## config.mk

```make
export PLATFORM = sky130hd
export DESIGN_NAME = mem_stage_ctrl
export DESIGN_NICKNAME = d
export VERILOG_FILES = /design/src/rtl/mem_stage_ctrl.sv
export SDC_FILE = /design/constraint.sdc
export NUM_CORES = 1
export LEC_CHECK = 0
export ABC_CLOCK_PERIOD_IN_PS = 13500
export CAP_MARGIN = 20
export CORE_MARGIN = 1
export CORE_UTILIZATION = 46
export DETAILED_ROUTE_END_ITERATION = 8
export GPL_TIMING_DRIVEN = 0
export PLACE_DENSITY = 0.83
export REMOVE_ABC_BUFFERS = 1
export SYNTH_ARGS = -nofsm -noshare
export SYNTH_HDL_FRONTEND = slang
export SYNTH_SLANG_ARGS = --single-unit
```

## constraint.sdc

```tcl
create_clock -name clk_i -period 13.5 [get_ports clk_i]
set_input_delay 2.025 -clock clk_i [delete_from_list [all_inputs] [get_ports clk_i]]
set_output_delay 2.025 -clock clk_i [all_outputs]
set_load 0.03 [all_outputs]
```

## src/rtl/mem_stage_ctrl.sv

```systemverilog
// mem_stage_ctrl: memory-access stage between EX/MEM and MEM/WB; runs a req/ack
// transaction with variable-latency data memory and passes non-memory ops through.
// Latency: ALU ops 1 cycle; memory ops 1 + (BUSY cycles until ack or timeout).
// Backpressure: stall_o holds EX/MEM while a memory op is issuing or waiting for ack.
// Optional: define MEM_STAGE_ALIGN_CHECK_EN to reject word-misaligned loads/stores.

module mem_stage_ctrl #(
    // Max BUSY cycles spent waiting for ack before abort; 0 disables the timeout.
    parameter int TIMEOUT_CYCLES = 16
) (
    input  logic        clk_i,
    input  logic        rst_i,

    // EX/MEM side
    input  logic        valid_i,
    input  logic [31:0] MemAddr_i,
    input  logic [31:0] MemWrite_Data_i,
    input  logic [4:0]  Rd_Addr_i,
    input  logic        MemRead_i,
    input  logic        MemWrite_i,
    input  logic        RegWrite_i,
    input  logic        MemToReg_i,
    output logic        stall_o,

    // Data memory side
    output logic        dmem_req_o,
    output logic        dmem_we_o,
    output logic [31:0] dmem_addr_o,
    output logic [31:0] dmem_wdata_o,
    input  logic        dmem_ack_i,
    input  logic [31:0] dmem_rdata_i,

    // MEM/WB side
    output logic        valid_o,
    output logic [31:0] MemAddr_o,
    output logic [31:0] MemRead_Data_o,
    output logic [4:0]  Rd_Addr_o,
    output logic        RegWrite_o,
    output logic        MemToReg_o,
    output logic        err_o,
    output logic        misalign_o
);

    // Counter only needs to reach TIMEOUT_CYCLES-1; keep at least one bit.
    localparam int CW        = (TIMEOUT_CYCLES > 1) ? $clog2(TIMEOUT_CYCLES) : 1;
    localparam int TO_LAST_I = (TIMEOUT_CYCLES > 0) ? TIMEOUT_CYCLES - 1 : 0;
    localparam logic [CW-1:0] TO_LAST = TO_LAST_I[CW-1:0];
    localparam bit   TO_EN   = (TIMEOUT_CYCLES != 0);

    typedef enum logic {
        ST_IDLE = 1'b0,
        ST_BUSY = 1'b1
    } state_t;

    state_t        r_state;
    logic [CW-1:0] r_cnt;

    // Transaction held for the whole of BUSY
    logic          r_req;
    logic          r_we;
    logic [31:0]   r_addr;
    logic [31:0]   r_wdata;
    logic          r_is_load;
    logic [4:0]    r_rd;
    logic          r_rw;
    logic          r_m2r;

    // Registered MEM/WB outputs
    logic          r_valid_o;
    logic [31:0]   r_memaddr_o;
    logic [31:0]   r_rdata_o;
    logic [4:0]    r_rd_o;
    logic          r_rw_o;
    logic          r_m2r_o;
    logic          r_err_o;

    logic          w_memop;
    logic          w_misalign;
    logic          w_issue;
    logic          w_timeout_hit;

    assign w_memop = valid_i & (MemRead_i | MemWrite_i);

`ifdef MEM_STAGE_ALIGN_CHECK_EN
    logic          r_mis_o;
    assign w_misalign = w_memop & (MemAddr_i[1:0] != 2'b00);
    assign misalign_o = r_mis_o;
`else
    assign w_misalign = 1'b0;
    assign misalign_o = 1'b0;
`endif

    // A misaligned op completes like a bubble with a flag; it never reaches memory.
    assign w_issue = w_memop & ~w_misalign;

    // Last permitted BUSY cycle with no ack: abort this cycle, release the stall.
    assign w_timeout_hit = TO_EN & (r_state == ST_BUSY) & ~dmem_ack_i & (r_cnt == TO_LAST);

    // Stall while an op is being issued, or while waiting on memory; released in the
    // ack/abort cycle so the next instruction lands in the cycle after completion.
    // Reset forces it low even while EX/MEM still presents the abandoned op.
    assign stall_o = ~rst_i & (((r_state == ST_IDLE) & w_issue) |
                               ((r_state == ST_BUSY) & ~dmem_ack_i & ~w_timeout_hit));

    assign dmem_req_o     = r_req;
    assign dmem_we_o      = r_we;
    assign dmem_addr_o    = r_addr;
    assign dmem_wdata_o   = r_wdata;

    assign valid_o        = r_valid_o;
    assign MemAddr_o      = r_memaddr_o;
    assign MemRead_Data_o = r_rdata_o;
    assign Rd_Addr_o      = r_rd_o;
    assign RegWrite_o     = r_rw_o;
    assign MemToReg_o     = r_m2r_o;
    assign err_o          = r_err_o;

    // Stage FSM: accepts instructions in IDLE, tracks the memory transaction in BUSY
    always_ff @(posedge clk_i or posedge rst_i) begin
        if (rst_i) begin
            r_state     <= ST_IDLE;
            r_cnt       <= '0;
            r_req       <= 1'b0;
            r_we        <= 1'b0;
            r_addr      <= '0;
            r_wdata     <= '0;
            r_is_load   <= 1'b0;
            r_rd        <= '0;
            r_rw        <= 1'b0;
            r_m2r       <= 1'b0;
            r_valid_o   <= 1'b0;
            r_memaddr_o <= '0;
            r_rdata_o   <= '0;
            r_rd_o      <= '0;
            r_rw_o      <= 1'b0;
            r_m2r_o     <= 1'b0;
            r_err_o     <= 1'b0;
`ifdef MEM_STAGE_ALIGN_CHECK_EN
            r_mis_o     <= 1'b0;
`endif
        end else begin
            // Completion strobes are single-cycle; data fields hold unless overwritten.
            r_valid_o <= 1'b0;
            r_rw_o    <= 1'b0;
            r_err_o   <= 1'b0;
`ifdef MEM_STAGE_ALIGN_CHECK_EN
            r_mis_o   <= 1'b0;
`endif
            case (r_state)
                ST_IDLE: begin
                    r_cnt <= '0;
                    if (valid_i) begin
                        if (w_issue) begin
                            r_req     <= 1'b1;
                            r_we      <= MemWrite_i;
                            r_addr    <= MemAddr_i;
                            r_wdata   <= MemWrite_Data_i;
                            // Read+write together behaves as a store: no read data.
                            r_is_load <= MemRead_i & ~MemWrite_i;
                            r_rd      <= Rd_Addr_i;
                            r_rw      <= RegWrite_i;
                            r_m2r     <= MemToReg_i;
                            r_state   <= ST_BUSY;
                        end else begin
                            r_valid_o   <= 1'b1;
                            r_memaddr_o <= MemAddr_i;
                            r_rdata_o   <= '0;
                            r_rd_o      <= Rd_Addr_i;
                            r_m2r_o     <= MemToReg_i;
                            // x0 is never written back.
                            r_rw_o      <= RegWrite_i & (Rd_Addr_i != 5'd0) & ~w_misalign;
`ifdef MEM_STAGE_ALIGN_CHECK_EN
                            r_mis_o     <= w_misalign;
`endif
                        end
                    end
                end
                ST_BUSY: begin
                    if (dmem_ack_i) begin
                        r_req       <= 1'b0;
                        r_cnt       <= '0;
                        r_state     <= ST_IDLE;
                        r_valid_o   <= 1'b1;
                        r_memaddr_o <= r_addr;
                        r_rdata_o   <= r_is_load ? dmem_rdata_i : 32'd0;
                        r_rd_o      <= r_rd;
                        r_rw_o      <= r_rw & (r_rd != 5'd0);
                        r_m2r_o     <= r_m2r;
                    end else if (w_timeout_hit) begin
                        // Abort: retire the instruction without writeback and flag it.
                        r_req       <= 1'b0;
                        r_cnt       <= '0;
                        r_state     <= ST_IDLE;
                        r_valid_o   <= 1'b1;
                        r_memaddr_o <= r_addr;
                        r_rdata_o   <= '0;
                        r_rd_o      <= r_rd;
                        r_m2r_o     <= r_m2r;
                        r_err_o     <= 1'b1;
                    end else begin
                        r_cnt <= r_cnt + CW'(1);
                    end
                end
                default: begin
                    r_state <= ST_IDLE;
                    r_req   <= 1'b0;
                    r_cnt   <= '0;
                end
            endcase
        end
    end

endmodule

```

# Word level (Yosys, flattened, before mapping)
# Index checks and enable logic that the tools add are counted.
dict set report op_classes {
  add_sub_neg 1
  n_mul 0
  div 0
  n_lt_le_gt_ge 0
  n_eq_ne 5
  shifts 0
  mux 45
  n_bitwise 16
  n_reduce_logical 5
}
# cell n
set op_table {}
lappend op_table {{$mux 32} 9}
lappend op_table {{$pmux 32 s2} 2}
lappend op_table {{$mux 1} 21}
lappend op_table {{$mux 5} 4}
lappend op_table {{$pmux 1 s2} 5}
lappend op_table {{$pmux 5 s2} 1}
lappend op_table {{$reduce_bool 5->1} 2}
lappend op_table {{$and 1x1->1} 9}
lappend op_table {{$reduce_and 3->1} 3}
lappend op_table {{$mux 4} 2}
lappend op_table {{$pmux 4 s2} 1}
lappend op_table {{$ne 2x2->1 const B} 3}
lappend op_table {{$not 1->1} 5}
lappend op_table {{$add 4x1->4 const B} 1}
lappend op_table {{$eq 4x4->1 const B} 1}
lappend op_table {{$ne 3x2->1 const B} 1}
lappend op_table {{$or 1x1->1} 2}
dict set report totals {
  regBits 152
  latch_bits 0
  mem_bits_rw 0
  mem_bits_ro 0
  in_bits 109
  out_inout_bits 141
  elab_cells 89
  memories 0
}

# Depth between registers and ports, before layout
dict set report depth {
  depth_word 7
  ltp_mapped 8
  ltp_nobuf 5
}

# Worst setup path after synthesis
# Ideal clock, no wire load.
dict set report synth_path {
  kind {input port to output port}
  from {input valid_i}
  to {output stall_o}
  arrival_ps 3200
  t_required_ps 11475
  slack_ps 8275
  cell_stages 5
  n_path_buf 2
  cell_sequence {nor2b_1 -> buf_2 -> nand2_1 -> buf_2 -> a21oi_1}
}
dict set report synth_via {
  elab_chain_cells 4
}
# item line_no
set synth_rtl {}
lappend synth_rtl {{from (decl)} 15} ;# input logic valid_i,
lappend synth_rtl {{$and 1x1->1} 82} ;# assign w_memop = valid_i & (MemRead_i | MemWrite_i);
lappend synth_rtl {{$and 1x1->1} 102} ;# assign stall_o = ~rst_i & (((r_state == ST_IDLE) & w_issue) |
lappend synth_rtl {{$or 1x1->1} 102}
lappend synth_rtl {{$and 1x1->1} 102}
lappend synth_rtl {{to (decl)} 23} ;# output logic stall_o,
# No other way between the ends.

# Final worst setup path
# Ends and elaborated chain as after synthesis.

==> impl_metrics.yaml <==
outcome:
  outcome: "complete, no violations"
die:
  coreArea_um2: 12800
  rows: 41
  fp.dieW_um: 117
  starting_density_of_the_core_pct: 47.7
  die_y_um: 117
  ioPinCount: 250
  floorplan.die_area_um2: 13700
logic_synthesis:
  post_synth_and_or_nand_nor_area_fraction_pct: 1.91
  async_flop_share_pct: 100
  post_synth_inst_count: 393
  synth_xor_area_share_pct: 0.287
  yosysSeqAreaShare_pct: 62.4
  yosysWarnings: 0
  yosys.cell_count.top_type: "sky130_fd_sc_hd__dfrtp_1"
  synth.area.mux_share_pct: 27.2
  yosysTopAreaCell: "sky130_fd_sc_hd__dfrtp_1"
  netlist_top_cells_count: "152 x sky130_fd_sc_hd__dfrtp_1, 138 x sky130_fd_sc_hd__mux2_2, 33 x sky130_fd_sc_hd__a22o_1"
  synthTopCellsByArea: "sky130_fd_sc_hd__dfrtp_1 62%, sky130_fd_sc_hd__mux2_2 25%, sky130_fd_sc_hd__a22o_1 4.7%, sky130_fd_sc_hd__mux2_1 1.7%, sky130_fd_sc_hd__clkbuf_1 0.68%"
  synth_enable_flop_cells: 0
  synth_ff_type: "sky130_fd_sc_hd__dfrtp_1"
  synth-compound-area-share_pct: 5.60
  flop_and_latch_count_out_of_synthesis: 152
  synth.top_cell.area_share_pct: 62.4
  syn-mean-instance-area_um2: 15.5
  yosys.area_share.adder_pct: 0.205
  synth_top_family_by_area: "multiplexers"
  synth_cell_type_count: 28
  mappedNetlistArea_um2: 6100
global_routing:
  wire_length_of_the_first_global_routing_pass_mm: 22.7
  antenna_found_initial: 0
  maximum_number_of_pins_on_one_net_before_global_route_repair: 105
  grt_remaining_overflow: 0
  groute.usage.overall_pct: 22.4
  grt_pass1_vias: 4427
clocking:
  cts-buffers-inserted: 17
  post_cts_setup_buffer_count: 0
  clkLatencyLatePin_ps: 410
  clock_root_buffer: "sky130_fd_sc_hd__clkbuf_16"
  tritoncts: "done"
  cts_hold_buffers: 0
  tritoncts_num_sinks: 152
  post_cts.resized_instances: 0
  worst_setup_hold_path_clk_slew_ps: 60
  cts_max_path_buffers: 2
  h-tree-depth: 4
timing:
  grt_setup_unrepaired: "false"
  clock_skew_ps: 7.90
  timing.fmax_mhz: 158
  finalHoldViolCount: 0
  post-route-min-period_ps: 6310
  finalCritPeriodShare_pct: 46.8
  setup_violations: 0
  timing.final.max_slew_violations: 0
  worst-slew-pin-transition_ps: 910
  setup_total_negative_slack_ps: 0
  slew_headroom_pct: 39.3
power:
  power_density_nw_per_um2: 185
  leakage_nw: 3.91
  vdd_ir_drop_max_v: 0.000133
drt:
  drt_first_pass_iters: 4
  drcViolationCount: 0
  route.antenna.remaining_nets: 0
  drt_first_iter_violations: 112
  via_count: 4142
  avgRoutedWirePerCell_um: 18.0
  vias_per_cell: 5.03
  route.final.wire_length_mm: 14.9
worst_setup_path:
  r2r_slack_ps: 10480
  cp_common_cell: "sky130_fd_sc_hd__clkdlybuf4s50_1"
  worstPathRequired_ps: 11480
  criticalPathCategory: "in -> out"
  crit_path_end_kind: "output port"
  cp_max_fo: 15
  cp_data_arrival_time_ps: 4290
  crit_path_start_kind: "input pin"
  worstPathCellList: "clkdlybuf4s50_1, nor2b_1, nand2_2, a21oi_1, clkdlybuf4s50_1"
  slowest_cell_on_the_critical_path: "sky130_fd_sc_hd__clkdlybuf4s50_1"
  max_stage_delay_ps: 690
  cpLargestDelayFamily: "buffers and inverters"
  critical_path_buf_inv_count: 2
placement:
  numPortBuffers: 248
  place_congestion: 0.703
  place.detailed.hpwl_mm: 10.4
  placed_cells_incl_taps: 791
cells_and_area:
  drive_above_1_share_pct: 27.1
  num_antenna_cells: 0
  synthToLayoutAreaGrowth_pct: 52.7
  stdcell_count: 824
  layout.core_utilization_pct: 72.9
  final_nets: 749
worst_hold_path:
  hold_path.class: "reg -> reg"
flow_run:
  timing.max_cap.violations: 0
## worst reg2reg max path, delay by kind of cell (launching register included)
| family | cells | cell delay (ps) |
|---|---|---|
| mux | 1 | 460 |
| simple gates | 1 | 270 |
| compound gates | 1 | 680 |
| buf+inv | 1 | 760 |
| flops | 1 | 740 |
## cells by family after synthesis
group	count (synthesis)
simple gates	23
flops	152
compound gates	40
other cells	1
xor+xnor	2
buf+inv	27
fa+ha+maj	1
mux	147
## metrics by stage
step / hold WS [ps] / setup WS, ps / instance area, um2 / total power (W)
floorplan: 433 / 7380 / 5960 / 0.00100
global placement: 450 / 5560 / 8660 / 0.00128
detailed placement: 474 / 7180 / 8740 / 0.00131
CTS: 492 / 7160 / 9280 / 0.00174
global route: 508 / 6980 / 9310 / 0.00180
finish: 490 / 7190 / 9310 / 0.00172
## registers in the layout, summed over array words and instances, names as in the netlist
register / flops
r_cnt: 4
Rd_Addr_o: 5
r_rd: 5
dmem_req_o: 1
valid_o: 1
r_m2r: 1
dmem_wdata_o: 32
dmem_addr_o: 32
MemAddr_o: 32
r_state: 1
r_is_load: 1
r_rw: 1
RegWrite_o: 1
MemToReg_o: 1
dmem_we_o: 1
err_o: 1
MemRead_Data_o: 32
## power by group
part           internal (W)  switching (W)
combinational      0.000316       0.000346
sequential         0.000567      0.0000671
clock              0.000253       0.000175
## final timing paths
check / from / cells past startpoint / to
max reg2reg: r_state / 4 / MemAddr_o[15]
min: MemAddr_o[1] / 1 / MemAddr_o[1]
min reg2reg: MemAddr_o[1] / 1 / MemAddr_o[1]
max: valid_i / 5 / stall_o
max in group asynchronous: rst_i / 3 / Rd_Addr_o[4]
min in group asynchronous: rst_i / 2 / MemAddr_o[26]
## cells in the final DEF, fill, tap and decap left out
master | netlist | final
sky130_fd_sc_hd__dfrtp_2 | 0 | 1
sky130_fd_sc_hd__clkinv_2 | 0 | 6
sky130_fd_sc_hd__clkbuf_1 | 11 | 3
sky130_fd_sc_hd__a2bb2oi_1 | 1 | 1
sky130_fd_sc_hd__nand2_2 | 0 | 1
sky130_fd_sc_hd__conb_1 | 1 | 1
sky130_fd_sc_hd__dfrtp_1 | 152 | 151
sky130_fd_sc_hd__nand3_1 | 2 | 2
sky130_fd_sc_hd__inv_2 | 1 | 1
sky130_fd_sc_hd__buf_16 | 0 | 3
sky130_fd_sc_hd__clkinvlp_4 | 0 | 1
sky130_fd_sc_hd__clkbuf_16 | 0 | 17
sky130_fd_sc_hd__xnor2_1 | 1 | 1
sky130_fd_sc_hd__and3_1 | 1 | 1
sky130_fd_sc_hd__nor2b_1 | 2 | 2
sky130_fd_sc_hd__a221o_2 | 1 | 1
sky130_fd_sc_hd__clkinv_4 | 0 | 1
sky130_fd_sc_hd__nand2_1 | 5 | 4
sky130_fd_sc_hd__clkbuf_8 | 0 | 4
sky130_fd_sc_hd__nand2b_1 | 2 | 2
sky130_fd_sc_hd__and2_2 | 0 | 1
sky130_fd_sc_hd__nor2_1 | 6 | 6
sky130_fd_sc_hd__ha_1 | 1 | 1
sky130_fd_sc_hd__mux2_1 | 9 | 9
sky130_fd_sc_hd__buf_12 | 0 | 1
sky130_fd_sc_hd__or4_1 | 2 | 2
sky130_fd_sc_hd__xor2_1 | 1 | 1
sky130_fd_sc_hd__mux2_2 | 138 | 138
sky130_fd_sc_hd__o2111ai_1 | 2 | 2
sky130_fd_sc_hd__a21oi_1 | 3 | 3
sky130_fd_sc_hd__clkdlybuf4s50_1 | 0 | 248
sky130_fd_sc_hd__or2_1 | 1 | 1
sky130_fd_sc_hd__and2_1 | 2 | 1
sky130_fd_sc_hd__inv_6 | 0 | 1
sky130_fd_sc_hd__a22o_1 | 33 | 33
## layout make-up
class                           count  area (um2)
Fill cell                         845        3470
Timing Repair Buffer              252        2580
Clock buffer                       24         492
Clock inverter                      8        46.3
Multi-Input combinational cell    214        2150
Tap cell                          172         215
Sequential cell                   152        3800
Inverter                            2        12.5
## per-layer routing
layer  share of wire (%)  vias to the layer above  global-route usage (%)
met4                 1.3                        0                    8.35
met5                   0                        -                       0
met2                  51                      158                    39.6
met3                 8.1                       20                    8.08
met1                  39                     2051                    24.8
li1                    -                     1913                       -
Note: power is estimated with default switching activity, not from simulation.
